[src/rtl/jag_dram_responder_if.sv]
// Strobe-side and backing-memory-side signal bundle for jag_dram_responder.
// The rfsh_cnt signal exists only when JAG_CBR_REFRESH_EN is defined.
interface jag_dram_responder_if #(
   parameter int unsigned ADDR_W = 10,
   parameter int unsigned DATA_W = 64,
   parameter int unsigned BANKS  = 2
);
   localparam int unsigned BE_W   = DATA_W / 8;
   localparam int unsigned BANK_W = (BANKS > 1) ? $clog2(BANKS) : 1;
   localparam int unsigned MA_W   = BANK_W + 2 * ADDR_W;

   logic [BANKS-1:0]  rasl;
   logic              casl;
   logic [BE_W-1:0]   wel;
   logic              oel;
   logic [ADDR_W-1:0] maddr;
   logic [DATA_W-1:0] din;
   logic [DATA_W-1:0] dout;
   logic              dout_en;
   logic              mem_req;
   logic              mem_we;
   logic [BE_W-1:0]   mem_be;
   logic [MA_W-1:0]   mem_addr;
   logic [DATA_W-1:0] mem_wdata;
   logic [DATA_W-1:0] mem_rdata;
   logic              mem_ack;
   logic              conflict;
`ifdef JAG_CBR_REFRESH_EN
   logic [7:0]        rfsh_cnt;
`endif

   modport slave (
      input  rasl, casl, wel, oel, maddr, din, mem_rdata, mem_ack,
      output dout, dout_en, mem_req, mem_we, mem_be, mem_addr, mem_wdata, conflict
`ifdef JAG_CBR_REFRESH_EN
      , output rfsh_cnt
`endif
   );

   modport master (
      output rasl, casl, wel, oel, maddr, din, mem_rdata, mem_ack,
      input  dout, dout_en, mem_req, mem_we, mem_be, mem_addr, mem_wdata, conflict
`ifdef JAG_CBR_REFRESH_EN
      , input rfsh_cnt
`endif
   );
endinterface

[src/rtl/jag_dram_responder.sv]
// DRAM-side responder: turns RAS/CAS strobe cycles into single-word req/ack memory accesses.
// Optional CAS-before-RAS refresh (RFSH state, rfsh_cnt) is enabled by JAG_CBR_REFRESH_EN.
module jag_dram_responder #(
   parameter int unsigned ADDR_W = 10,
   parameter int unsigned DATA_W = 64,
   parameter int unsigned BANKS  = 2
) (
   input  logic                  sys_clk,
   input  logic                  resl,
   jag_dram_responder_if.slave   bus
);
   localparam int unsigned BE_W   = DATA_W / 8;
   localparam int unsigned BANK_W = (BANKS > 1) ? $clog2(BANKS) : 1;
   localparam int unsigned MA_W   = BANK_W + 2 * ADDR_W;

   typedef enum logic [2:0] {
      IDLE,
      ROW,
      REQ,
      HOLD
`ifdef JAG_CBR_REFRESH_EN
      , RFSH
`endif
   } state_t;

   state_t            state_q, state_n;
   logic [BANKS-1:0]  ras_q;
   logic              cas_q;
   logic [BANK_W-1:0] bank_q, bank_n;
   logic [ADDR_W-1:0] row_q, row_n;
   logic              close_q, close_n;
   logic              mem_req_q, mem_req_n;
   logic              mem_we_q, mem_we_n;
   logic [BE_W-1:0]   mem_be_q, mem_be_n;
   logic [MA_W-1:0]   mem_addr_q, mem_addr_n;
   logic [DATA_W-1:0] mem_wdata_q, mem_wdata_n;
   logic [DATA_W-1:0] dout_q, dout_n;
   logic              conflict_q, conflict_n;
`ifdef JAG_CBR_REFRESH_EN
   logic [7:0]        rfsh_q, rfsh_n;
`endif

   logic [BANKS-1:0]  ras_fall, ras_rise, open_mask;
   logic              cas_fall, cas_rise, open_rise, fall_multi, wr;
   logic [BANK_W-1:0] fall_bank;

   // Edge detection against last cycle's registered strobes
   assign ras_fall   = ras_q & ~bus.rasl;
   assign ras_rise   = ~ras_q & bus.rasl;
   assign cas_fall   = cas_q & ~bus.casl;
   assign cas_rise   = ~cas_q & bus.casl;
   assign open_mask  = BANKS'(1) << bank_q;
   assign open_rise  = |(ras_rise & open_mask);
   assign fall_multi = (ras_fall & (ras_fall - BANKS'(1))) != '0;
   assign wr         = ~&bus.wel;

   always_comb begin
      fall_bank = '0;
      for (int i = int'(BANKS) - 1; i >= 0; i--) begin
         if (ras_fall[i]) fall_bank = BANK_W'(i);
      end
   end

   always_ff @(posedge sys_clk or negedge resl) begin
      if (!resl) begin
         state_q     <= IDLE;
         ras_q       <= '1;
         cas_q       <= 1'b1;
         bank_q      <= '0;
         row_q       <= '0;
         close_q     <= 1'b0;
         mem_req_q   <= 1'b0;
         mem_we_q    <= 1'b0;
         mem_be_q    <= '0;
         mem_addr_q  <= '0;
         mem_wdata_q <= '0;
         dout_q      <= '0;
         conflict_q  <= 1'b0;
`ifdef JAG_CBR_REFRESH_EN
         rfsh_q      <= '0;
`endif
      end else begin
         state_q     <= state_n;
         ras_q       <= bus.rasl;
         cas_q       <= bus.casl;
         bank_q      <= bank_n;
         row_q       <= row_n;
         close_q     <= close_n;
         mem_req_q   <= mem_req_n;
         mem_we_q    <= mem_we_n;
         mem_be_q    <= mem_be_n;
         mem_addr_q  <= mem_addr_n;
         mem_wdata_q <= mem_wdata_n;
         dout_q      <= dout_n;
         conflict_q  <= conflict_n;
`ifdef JAG_CBR_REFRESH_EN
         rfsh_q      <= rfsh_n;
`endif
      end
   end

   always_comb begin
      state_n     = state_q;
      bank_n      = bank_q;
      row_n       = row_q;
      close_n     = close_q;
      mem_req_n   = mem_req_q;
      mem_we_n    = mem_we_q;
      mem_be_n    = mem_be_q;
      mem_addr_n  = mem_addr_q;
      mem_wdata_n = mem_wdata_q;
      dout_n      = dout_q;
      conflict_n  = conflict_q;
`ifdef JAG_CBR_REFRESH_EN
      rfsh_n      = rfsh_q;
`endif

      // Any other bank opening while a row (or refresh) is active is ignored but flagged
      if (state_q != IDLE && (ras_fall & ~open_mask) != '0) conflict_n = 1'b1;

      case (state_q)
         IDLE: begin
            if (ras_fall != '0) begin
               bank_n  = fall_bank;
               row_n   = bus.maddr;
               state_n = ROW;
               if (fall_multi) conflict_n = 1'b1;
`ifdef JAG_CBR_REFRESH_EN
               if (!cas_q) begin
                  state_n = RFSH;
                  rfsh_n  = rfsh_q + 8'd1;
               end
`endif
            end
         end
         ROW: begin
            // RAS close takes priority over a coincident CAS fall
            if (open_rise) begin
               state_n = IDLE;
            end else if (cas_fall) begin
               state_n     = REQ;
               mem_req_n   = 1'b1;
               mem_we_n    = wr;
               mem_be_n    = wr ? ~bus.wel : {BE_W{1'b1}};
               mem_addr_n  = {bank_q, row_q, bus.maddr};
               mem_wdata_n = bus.din;
            end
         end
         REQ: begin
            if (open_rise) close_n = 1'b1;
            if (bus.mem_ack) begin
               mem_req_n = 1'b0;
               close_n   = 1'b0;
               if (!mem_we_q) dout_n = bus.mem_rdata;
               state_n = (close_q || open_rise) ? IDLE : HOLD;
            end
         end
         HOLD: begin
            if (open_rise)     state_n = IDLE;
            else if (cas_rise) state_n = ROW;
         end
`ifdef JAG_CBR_REFRESH_EN
         RFSH: begin
            if (open_rise) state_n = IDLE;
         end
`endif
         default: state_n = IDLE;
      endcase
   end

   assign bus.dout      = dout_q;
   assign bus.dout_en   = (state_q == HOLD) & ~mem_we_q & ~bus.oel & ~bus.casl;
   assign bus.mem_req   = mem_req_q;
   assign bus.mem_we    = mem_we_q;
   assign bus.mem_be    = mem_be_q;
   assign bus.mem_addr  = mem_addr_q;
   assign bus.mem_wdata = mem_wdata_q;
   assign bus.conflict  = conflict_q;
`ifdef JAG_CBR_REFRESH_EN
   assign bus.rfsh_cnt  = rfsh_q;
`endif

endmodule

[src/flat_wrapper.sv]
// flat-port wrapper written by rule: the top's interface ports become plain ports
module jag_dram_responder_flat 
#(
   parameter int unsigned ADDR_W = 10,
   parameter int unsigned DATA_W = 64,
   parameter int unsigned BANKS  = 2
)
  (sys_clk, resl, bus_rasl, bus_casl, bus_wel, bus_oel, bus_maddr, bus_din, bus_mem_rdata, bus_mem_ack, bus_dout, bus_dout_en, bus_mem_req, bus_mem_we, bus_mem_be, bus_mem_addr, bus_mem_wdata, bus_conflict);
  jag_dram_responder_if #(.ADDR_W(ADDR_W), .DATA_W(DATA_W), .BANKS(BANKS)) bus_i ();
  input  logic sys_clk;
  input  logic resl;
  input wire logic [$bits(bus_i.rasl)-1:0] bus_rasl;
  input wire logic [$bits(bus_i.casl)-1:0] bus_casl;
  input wire logic [$bits(bus_i.wel)-1:0] bus_wel;
  input wire logic [$bits(bus_i.oel)-1:0] bus_oel;
  input wire logic [$bits(bus_i.maddr)-1:0] bus_maddr;
  input wire logic [$bits(bus_i.din)-1:0] bus_din;
  input wire logic [$bits(bus_i.mem_rdata)-1:0] bus_mem_rdata;
  input wire logic [$bits(bus_i.mem_ack)-1:0] bus_mem_ack;
  output wire logic [$bits(bus_i.dout)-1:0] bus_dout;
  output wire logic [$bits(bus_i.dout_en)-1:0] bus_dout_en;
  output wire logic [$bits(bus_i.mem_req)-1:0] bus_mem_req;
  output wire logic [$bits(bus_i.mem_we)-1:0] bus_mem_we;
  output wire logic [$bits(bus_i.mem_be)-1:0] bus_mem_be;
  output wire logic [$bits(bus_i.mem_addr)-1:0] bus_mem_addr;
  output wire logic [$bits(bus_i.mem_wdata)-1:0] bus_mem_wdata;
  output wire logic [$bits(bus_i.conflict)-1:0] bus_conflict;
  assign bus_i.rasl = bus_rasl;
  assign bus_i.casl = bus_casl;
  assign bus_i.wel = bus_wel;
  assign bus_i.oel = bus_oel;
  assign bus_i.maddr = bus_maddr;
  assign bus_i.din = bus_din;
  assign bus_i.mem_rdata = bus_mem_rdata;
  assign bus_i.mem_ack = bus_mem_ack;
  assign bus_dout = bus_i.dout;
  assign bus_dout_en = bus_i.dout_en;
  assign bus_mem_req = bus_i.mem_req;
  assign bus_mem_we = bus_i.mem_we;
  assign bus_mem_be = bus_i.mem_be;
  assign bus_mem_addr = bus_i.mem_addr;
  assign bus_mem_wdata = bus_i.mem_wdata;
  assign bus_conflict = bus_i.conflict;
  jag_dram_responder #(.ADDR_W(ADDR_W), .DATA_W(DATA_W), .BANKS(BANKS)) u_core (.sys_clk(sys_clk), .resl(resl), .bus(bus_i));
endmodule
[config.mk]
export PLATFORM = sky130hd
export DESIGN_NAME = jag_dram_responder_flat
export DESIGN_NICKNAME = d
export VERILOG_FILES = /design/src/rtl/jag_dram_responder_if.sv /design/src/rtl/jag_dram_responder.sv /design/src/flat_wrapper.sv
export SDC_FILE = /design/constraint.sdc
export NUM_CORES = 1
export LEC_CHECK = 0
export ABC_AREA = 1
export BUFFER_PORTS_ARGS = -buffer_cell sky130_fd_sc_hd__buf_2
export CELL_PAD_IN_SITES_DETAIL_PLACEMENT = 1
export CELL_PAD_IN_SITES_GLOBAL_PLACEMENT = 1
export CORE_ASPECT_RATIO = 1.1
export CORE_UTILIZATION = 32
export CTS_BUF_LIST = sky130_fd_sc_hd__clkbuf_4 sky130_fd_sc_hd__clkbuf_8
export DETAILED_ROUTE_END_ITERATION = 8
export HOLD_SLACK_MARGIN = 0.06
export PLACE_DENSITY_LB_ADDON = 0.25
export SYNTH_ARGS = -nofsm -noshare
export SYNTH_HDL_FRONTEND = slang
export SYNTH_SLANG_ARGS = --single-unit
[constraint.sdc]
create_clock -name sys_clk -period 1.4 [get_ports sys_clk]
set_input_delay 0 -clock sys_clk [delete_from_list [all_inputs] [get_ports sys_clk]]
set_output_delay 0 -clock sys_clk [all_outputs]
set_load 0.02 [all_outputs]
==> run_summary.xml, run 1 <==
<?xml version="1.0" encoding="UTF-8"?>
<metrics>
  <group name="worst_setup_path">
    <metric name="worstPathRequired" unit="ns">1.77</metric>
    <metric name="timing.setup.critical_path_class" unit="">flip-flop to flip-flop</metric>
    <metric name="worst-path-buf-inv" unit="">4</metric>
    <metric name="critical-path-top-delay-family" unit="">flip-flops</metric>
    <metric name="critical_path.slowest_cell" unit="">dfstp_2</metric>
    <metric name="worstPathArrival" unit="ns">1.95</metric>
    <metric name="crit_fanout" unit="">9</metric>
    <metric name="start_kind" unit="">flip-flop</metric>
    <metric name="worstPathCellList" unit="">inv_2 &gt; nand3_4 &gt; nand3_4 &gt; nor2_4 &gt; buf_12 &gt; inv_8 &gt; clkbuf_16 &gt; nand2_1 &gt; nand2_1</metric>
    <metric name="timing.critical_path.to_type" unit="">flip-flop</metric>
    <metric name="cp_slowest_stage_delay" unit="ns">0.55</metric>
  </group>
  <group name="sta">
    <metric name="timing.final.crit_share" unit="">1.13</metric>
    <metric name="final-max-slew-violation-count" unit="">0</metric>
    <metric name="fin_worst_skew" unit="ns">0.0195</metric>
    <metric name="timing.fmax" unit="MHz">632</metric>
    <metric name="finalSetupViolCount" unit="">150</metric>
    <metric name="fin_crit" unit="ns">1.58</metric>
    <metric name="finalHoldWorstSlack" unit="ns">0.230</metric>
    <metric name="final.setup.worst_slack" unit="ns">-0.183</metric>
    <metric name="final-hold-violation-count" unit="">0</metric>
    <metric name="worst_pin_slew" unit="ns">0.462</metric>
    <metric name="worst_slew_margin_rel" unit="">0.691</metric>
    <metric name="rsz_0062_raised_after_global_routing" unit="">true</metric>
    <metric name="finalSetupTns" unit="ns">-15.42</metric>
  </group>
  <group name="floorplanning">
    <metric name="core" unit="µm²">21500</metric>
    <metric name="die-width" unit="µm">144</metric>
    <metric name="num_rows" unit="">56</metric>
    <metric name="num_io_pins" unit="">314</metric>
    <metric name="floorplan.die_area" unit="µm²">22700</metric>
    <metric name="die_y" unit="µm">158</metric>
    <metric name="floorplan.initialDensity" unit="">0.328</metric>
  </group>
  <group name="status">
    <metric name="failed_checks" unit="">setup timing</metric>
    <metric name="status" unit="">finished with violations</metric>
  </group>
  <group name="synthesis">
    <metric name="flop_and_latch_count_out_of_synthesis" unit="">177</metric>
    <metric name="area_share_of_the_leading_cell_type_in_the_synthesized_netlist" unit="">0.616</metric>
    <metric name="synth.avg_cell_area" unit="µm²">8.98</metric>
    <metric name="synthesis.area" unit="µm²">7060</metric>
    <metric name="async_reset_ff_frac" unit="">1.00</metric>
    <metric name="syn-num-nets" unit="">940</metric>
    <metric name="post_synth_inst_count" unit="">787</metric>
    <metric name="ys_dominant_reg_cell" unit="">dfrtp_1</metric>
    <metric name="synth.top_cells.by_area" unit="">dfrtp_1, nand2_1, nand3_1</metric>
    <metric name="synth_edf_count" unit="">0</metric>
    <metric name="synth-seq-area-share" unit="">0.628</metric>
    <metric name="yosys_warnings" unit="">0</metric>
    <metric name="netlist.top_cell.by_area" unit="">dfrtp_1</metric>
    <metric name="synth_cell_types" unit="">22</metric>
  </group>
  <group name="final_layout">
    <metric name="stdcell_area" unit="µm²">12800</metric>
    <metric name="final_net_count" unit="">1455</metric>
    <metric name="post-route-util" unit="">0.596</metric>
    <metric name="final-instance-count-excl-fill" unit="">1607</metric>
    <metric name="fraction_of_layout_instances_using_a_drive_strength_above_1" unit="">0.470</metric>
    <metric name="growth_of_design_area_from_synthesis_to_finish" unit="%">81.6</metric>
  </group>
  <group name="cts">
    <metric name="clk_transition_reported_paths" unit="ns">0.10</metric>
    <metric name="ctsRootBufferMaster" unit="">clkbuf_8</metric>
    <metric name="cts_tree" unit="">done</metric>
    <metric name="htree_levels" unit="">4</metric>
    <metric name="clock_latency" unit="ns">0.48</metric>
    <metric name="cts.path.max_buffers" unit="">2</metric>
    <metric name="numClockSinks" unit="">177</metric>
    <metric name="cts-buffers-inserted" unit="">17</metric>
  </group>
  <group name="route">
    <metric name="vias_cell" unit="">4.82</metric>
    <metric name="ant_nets" unit="">0</metric>
    <metric name="routedWlPerCell" unit="µm">20.5</metric>
    <metric name="dr.first_iter.drc_count" unit="">346</metric>
    <metric name="totalWireLength" unit="mm">33.0</metric>
    <metric name="detail_route.first_pass.iterations" unit="">4</metric>
    <metric name="detail_route.drc_violations" unit="">0</metric>
    <metric name="num_vias" unit="">7749</metric>
  </group>
  <group name="grt">
    <metric name="grt-ovfl-total" unit="">0</metric>
    <metric name="grt_first_pass_wirelength" unit="mm">41.2</metric>
    <metric name="grt_usage" unit="">0.240</metric>
    <metric name="grt_antenna_before_repair" unit="">0</metric>
    <metric name="grt_start_max_net_pins" unit="">65</metric>
    <metric name="via_count_of_the_first_global_routing_pass" unit="">7682</metric>
  </group>
  <group name="placed_design">
    <metric name="routabilityCongestion" unit="">0.790</metric>
    <metric name="dpl-instance-area" unit="µm²">9100</metric>
    <metric name="post-place-cells" unit="">1380</metric>
    <metric name="numPortBuffers" unit="">313</metric>
    <metric name="post-dp-hpwl" unit="mm">15.9</metric>
    <metric name="worst_slack_after_detailed_placement" unit="ns">-0.199</metric>
  </group>
  <group name="pwr">
    <metric name="p_total" unit="mW">25.9</metric>
    <metric name="irDropWorstVdd" unit="mV">0.855</metric>
    <metric name="p_leak" unit="nW">6.84</metric>
    <metric name="power.density_cell_area" unit="nW/µm²">2020</metric>
  </group>
  <group name="job">
    <metric name="cap_viol_max_count" unit="">0</metric>
  </group>
  <group name="hold_path">
    <metric name="worst_hold_path_type" unit="">input pin to flip-flop</metric>
  </group>
</metrics>
registers in the layout, indices dropped and copies added (netlist names):
signal,cells
u_core.bus.mem_wdata,64
u_core.bus.mem_addr,21
u_core.bus.conflict,1
u_core.bus.mem_req,1
u_core.close_q,1
u_core.state_q,2
u_core.bank_q,1
u_core.bus.mem_be,8
u_core.bus.dout,64
u_core.bus.mem_we,1
u_core.row_q,10
u_core.ras_q,2
u_core.cas_q,1
cells in the mapped netlist, drive strengths merged, types with 3 or more instances:
cell type	n
clkbuf	12
inv	29
nand3	72
buf	30
nand2	426
dfstp	3
dfrtp	174
o21ai	24
nand4	4
nor2	7
what timing repair did:
action                                  in CTS  in global routing
hold buffers                               152                  0
endpoints found under the setup margin     166                172
setup buffers                                3                  6
pin swaps                                    4                 47
gates cloned                                 4                 29
hold endpoints to repair                   341                  0
resized for setup                           37                262
cells by family after synthesis:
group,synth area share
buffers and inverters,0.0618
flip-flops,0.628
AO/OA/AOI/OAI,0.0207
AND/OR/NAND/NOR,0.290
metal layers:
| metal | up-vias | share of wire | global-route usage |
|---|---|---|---|
| li1 | 3490 | - | - |
| met1 | 3883 | 0.39 | 0.275 |
| met2 | 292 | 0.52 | 0.429 |
| met3 | 84 | 0.048 | 0.0529 |
| met4 | 0 | 0.041 | 0.103 |
| met5 | - | 0 | 0 |
cells in the final DEF, fill, tap and decap left out, types with 5 or more instances in the layout:
cell type      count
buf_12            17
o21ai_2           10
buf_4             16
nand2_2          106
inv_2              6
buf_6              9
clkbuf_16         22
dfrtp_1          174
buf_2            312
nand2_4           54
nand3_1           64
nand3_2            5
o21ai_1           11
dlygate4sd3_1    152
nand2_1          265
inv_1             20
clkbuf_8          20
buf_16             6
area by class of cell:
| cell class | count | area [µm²] |
|---|---|---|
| Clock buffer | 20 | 269 |
| Timing Repair Buffer | 537 | 4400 |
| Sequential cell | 177 | 4430 |
| Fill cell | 2431 | 8680 |
| Clock inverter | 12 | 194 |
| Multi-Input combinational cell | 539 | 3030 |
| Tap cell | 290 | 363 |
| Antenna cell | 2 | 5.00 |
| Timing Repair inverter | 1 | 6.26 |
| Inverter | 29 | 126 |
path summary, 6_finish.rpt:
check	cells after the start	from	to	slack (ns)
min in group asynchronous	3	resl	u_core.bus.mem_addr[8]$_DFFE_PN0P_	0.56
worst max register to register	9	u_core.ras_q[1]$_DFF_PN1_	u_core.bus.mem_be[2]$_DFFE_PN0P_	-0.18
worst max-delay path	9	u_core.ras_q[1]$_DFF_PN1_	u_core.bus.mem_be[2]$_DFFE_PN0P_	-0.18
worst min-delay path	2	bus_rasl[0]	u_core.ras_q[0]$_DFF_PN1_	0.23
max in group asynchronous	4	resl	u_core.bus.mem_addr[13]$_DFFE_PN0P_	0.26
worst min register to register	1	u_core.bus.conflict$_DFF_PN0_	u_core.bus.conflict$_DFF_PN0_	0.46
power by group:
part           internal [mW]  switching [mW]  total [mW]
sequential              7.37            1.81        9.18
combinational           4.81            7.70        12.5
clock                   2.11            2.09        4.20
(Power assumes the default switching activity.)
==> inputs of run 2 (changes only) <==
--- a/config.mk
+++ b/config.mk
@@ -15,6 +15,7 @@
 export DETAILED_ROUTE_END_ITERATION = 8
 export HOLD_SLACK_MARGIN = 0.06
 export PLACE_DENSITY_LB_ADDON = 0.25
+export RECOVER_POWER = 100
 export SYNTH_ARGS = -nofsm -noshare
 export SYNTH_HDL_FRONTEND = slang
 export SYNTH_SLANG_ARGS = --single-unit
==> run 2 against run 1 <==
The run still ends with setup timing left. Combinational power is 5% lower. Total power is 2.1% lower. Sequential power is 0.8% higher. Clock skew is 0.00066 ns lower. Worst setup slack worse by 0.0015 ns.
==> run_summary.xml, run 2 (synthesized netlist as in run 1, its figures left out) <==
<?xml version="1.0" encoding="UTF-8"?>
<metrics>
  <group name="status">
    <metric name="status" unit="">finished with violations</metric>
    <metric name="failed_checks" unit="">setup timing</metric>
  </group>
  <group name="placed_design">
    <metric name="routabilityCongestion" unit="">0.790</metric>
    <metric name="worst_slack_after_detailed_placement" unit="ns">-0.199</metric>
    <metric name="numPortBuffers" unit="">313</metric>
    <metric name="post-dp-hpwl" unit="mm">15.9</metric>
    <metric name="post-place-cells" unit="">1380</metric>
    <metric name="dpl-instance-area" unit="µm²">9100</metric>
  </group>
  <group name="worst_setup_path">
    <metric name="timing.rr.start" unit="">u_core.ras_q[1]$_DFF_PN1_</metric>
    <metric name="worstPathArrival" unit="ns">1.95</metric>
    <metric name="start_kind" unit="">flip-flop</metric>
    <metric name="worstPathRequired" unit="ns">1.77</metric>
    <metric name="r2r_setup_slack" unit="ns">-0.18</metric>
    <metric name="timing.rr.end" unit="">u_core.bus.mem_be[2]$_DFFE_PN0P_</metric>
    <metric name="reg2regPathDepth" unit="">9</metric>
    <metric name="crit_fanout" unit="">9</metric>
    <metric name="timing.critical_path.to_type" unit="">flip-flop</metric>
    <metric name="timing.setup.critical_path_class" unit="">flip-flop to flip-flop</metric>
  </group>
  <group name="cts">
    <metric name="cts_tree" unit="">done</metric>
    <metric name="clock_latency" unit="ns">0.48</metric>
    <metric name="numClockSinks" unit="">177</metric>
    <metric name="cts-buffers-inserted" unit="">17</metric>
    <metric name="cts.path.max_buffers" unit="">2</metric>
    <metric name="htree_levels" unit="">4</metric>
    <metric name="clk_transition_reported_paths" unit="ns">0.10</metric>
    <metric name="ctsRootBufferMaster" unit="">clkbuf_8</metric>
  </group>
  <group name="job">
    <metric name="cap_viol_max_count" unit="">0</metric>
  </group>
  <group name="hold_path">
    <metric name="worst_hold_path_type" unit="">input pin to flip-flop</metric>
    <metric name="hold_path_end" unit="">u_core.cas_q$_DFF_PN1_</metric>
    <metric name="hp-start" unit="">bus_casl</metric>
    <metric name="worst_hold_path.num_cells" unit="">2</metric>
  </group>
  <group name="floorplanning">
    <metric name="num_io_pins" unit="">314</metric>
    <metric name="die-width" unit="µm">144</metric>
    <metric name="die_y" unit="µm">158</metric>
    <metric name="floorplan.die_area" unit="µm²">22700</metric>
    <metric name="num_rows" unit="">56</metric>
    <metric name="floorplan.initialDensity" unit="">0.328</metric>
    <metric name="core" unit="µm²">21500</metric>
  </group>
  <group name="sta">
    <metric name="timing.fmax" unit="MHz">631</metric>
    <metric name="finalSetupViolCount" unit="">163</metric>
    <metric name="fin_worst_skew" unit="ns">0.0188</metric>
    <metric name="worst_pin_slew" unit="ns">0.664</metric>
    <metric name="final-max-slew-violation-count" unit="">0</metric>
    <metric name="timing.final.crit_share" unit="">1.13</metric>
    <metric name="worst_slew_margin_rel" unit="">0.557</metric>
    <metric name="final-hold-violation-count" unit="">0</metric>
    <metric name="fin_crit" unit="ns">1.58</metric>
    <metric name="final.setup.worst_slack" unit="ns">-0.185</metric>
    <metric name="finalHoldWorstSlack" unit="ns">0.254</metric>
    <metric name="rsz_0062_raised_after_global_routing" unit="">true</metric>
  </group>
  <group name="route">
    <metric name="detail_route.first_pass.iterations" unit="">4</metric>
    <metric name="ant_nets" unit="">0</metric>
    <metric name="dr.first_iter.drc_count" unit="">300</metric>
    <metric name="detail_route.drc_violations" unit="">0</metric>
    <metric name="routedWlPerCell" unit="µm">20.5</metric>
    <metric name="totalWireLength" unit="mm">33.0</metric>
    <metric name="num_vias" unit="">7747</metric>
    <metric name="vias_cell" unit="">4.82</metric>
  </group>
  <group name="grt">
    <metric name="grt_antenna_before_repair" unit="">0</metric>
    <metric name="via_count_of_the_first_global_routing_pass" unit="">7682</metric>
    <metric name="grt_usage" unit="">0.240</metric>
    <metric name="grt_first_pass_wirelength" unit="mm">41.2</metric>
    <metric name="grt_start_max_net_pins" unit="">65</metric>
    <metric name="grt-ovfl-total" unit="">0</metric>
  </group>
  <group name="final_layout">
    <metric name="mostFrequentLayoutCell" unit="">nand2_1</metric>
    <metric name="stdcell_area" unit="µm²">12600</metric>
    <metric name="most_frequent_cells_in_the_layout" unit="">nand2_1, dfrtp_1, clkbuf_1</metric>
    <metric name="final_net_count" unit="">1455</metric>
    <metric name="final-instance-count-excl-fill" unit="">1607</metric>
    <metric name="growth_of_design_area_from_synthesis_to_finish" unit="%">78.4</metric>
    <metric name="final.fill_count" unit="">2521</metric>
    <metric name="fraction_of_layout_instances_using_a_drive_strength_above_1" unit="">0.346</metric>
  </group>
  <group name="pwr">
    <metric name="p_leak" unit="nW">6.30</metric>
    <metric name="power.internal" unit="mW">13.7</metric>
    <metric name="pwr-share-comb" unit="">0.470</metric>
    <metric name="net_switching_fraction_of_the_power" unit="">0.460</metric>
    <metric name="switching_power" unit="mW">11.7</metric>
    <metric name="power.density_cell_area" unit="nW/µm²">2010</metric>
    <metric name="irDropWorstVdd" unit="mV">0.836</metric>
    <metric name="power_frac_seq" unit="">0.365</metric>
    <metric name="power_share_of_the_clock_group" unit="">0.165</metric>
    <metric name="p_total" unit="mW">25.3</metric>
  </group>
</metrics>
-- run 2: layout make-up --
cell class                 instances  area (µm²)  share of cell area
sequential                       177        4430               0.352
antenna                            2        5.00            0.000397
timing repair buffer             537        4180               0.332
multi-input combinational        539        3030               0.240
clock inverter                    12         194              0.0154
clock buffer                      20         269              0.0213
timing repair inverter             1        6.26            0.000496
tap                              290         363              0.0288
inverter                          29         126              0.0100
-- run 2: power groups by stage --
stage / registers [mW] / clock network, mW / logic [mW]
global placement: 8.54 / 0 / 9.19
floorplan: 11.2 / 0 / 2.95
detailed placement: 8.62 / 0 / 9.39
global route: 9.46 / 4.45 / 12.7
CTS: 8.57 / 4.22 / 10.1
finish: 9.25 / 4.18 / 11.9
-- run 2: worst max-delay path: stages (launching register included) --
cell	delay (ns)
dfstp_2	0.55
inv_2	0.05
nand3_4	0.08
nand3_4	0.09
nor2_4	0.16
buf_12	0.16
inv_8	0.09
clkbuf_16	0.17
nand2_1	0.07
nand2_1	0.06
-- run 2: metrics by stage --
stage / setup TNS [ns] / util
3_5_place_dp: -13.57 / 0.423
2_1_floorplan: -0.575 / -
5_1_grt: -28.07 / 0.586
4_1_cts: -6.42 / 0.527
6_report: -15.99 / 0.586
3_3_place_gp: -8.85 / 0.423
-- run 2: per-layer routing --
metal / vias to the layer above / GRT usage / share of wire / wire [µm]
li1: 3497 / - / - / -
met1: 3875 / 0.275 / 0.39 / 12800
met2: 298 / 0.429 / 0.52 / 17200
met3: 77 / 0.0529 / 0.054 / 1770
met4: 0 / 0.103 / 0.039 / 1300
met5: - / 0 / 0 / 0
-- run 2: worst max path at each step --
| stage | start | endpoint |
|---|---|---|
| after floorplan | u_core.ras_q[1]$_DFF_PN1_ | u_core.bus.mem_addr[13]$_DFFE_PN0P_ |
| after global placement | u_core.ras_q[0]$_DFF_PN1_ | u_core.bus.mem_addr[6]$_DFFE_PN0P_ |
| after detailed placement | u_core.ras_q[0]$_DFF_PN1_ | u_core.bus.mem_addr[6]$_DFFE_PN0P_ |
| after CTS | u_core.ras_q[0]$_DFF_PN1_ | u_core.bus.mem_wdata[60]$_DFFE_PN0P_ |
| after global routing | u_core.ras_q[1]$_DFF_PN1_ | u_core.bus.mem_wdata[61]$_DFFE_PN0P_ |
| final | u_core.ras_q[1]$_DFF_PN1_ | u_core.bus.mem_be[2]$_DFFE_PN0P_ |
-- run 2: what timing repair did --
| item | in CTS | in global routing |
|---|---|---|
| pin swaps | 4 | 47 |
| setup endpoints to repair | 166 | 172 |
| hold endpoints to repair | 341 | 0 |
| setup buffers | 3 | 6 |
| gates cloned | 4 | 29 |
| resized for setup | 37 | 262 |
| hold buffers | 152 | 0 |
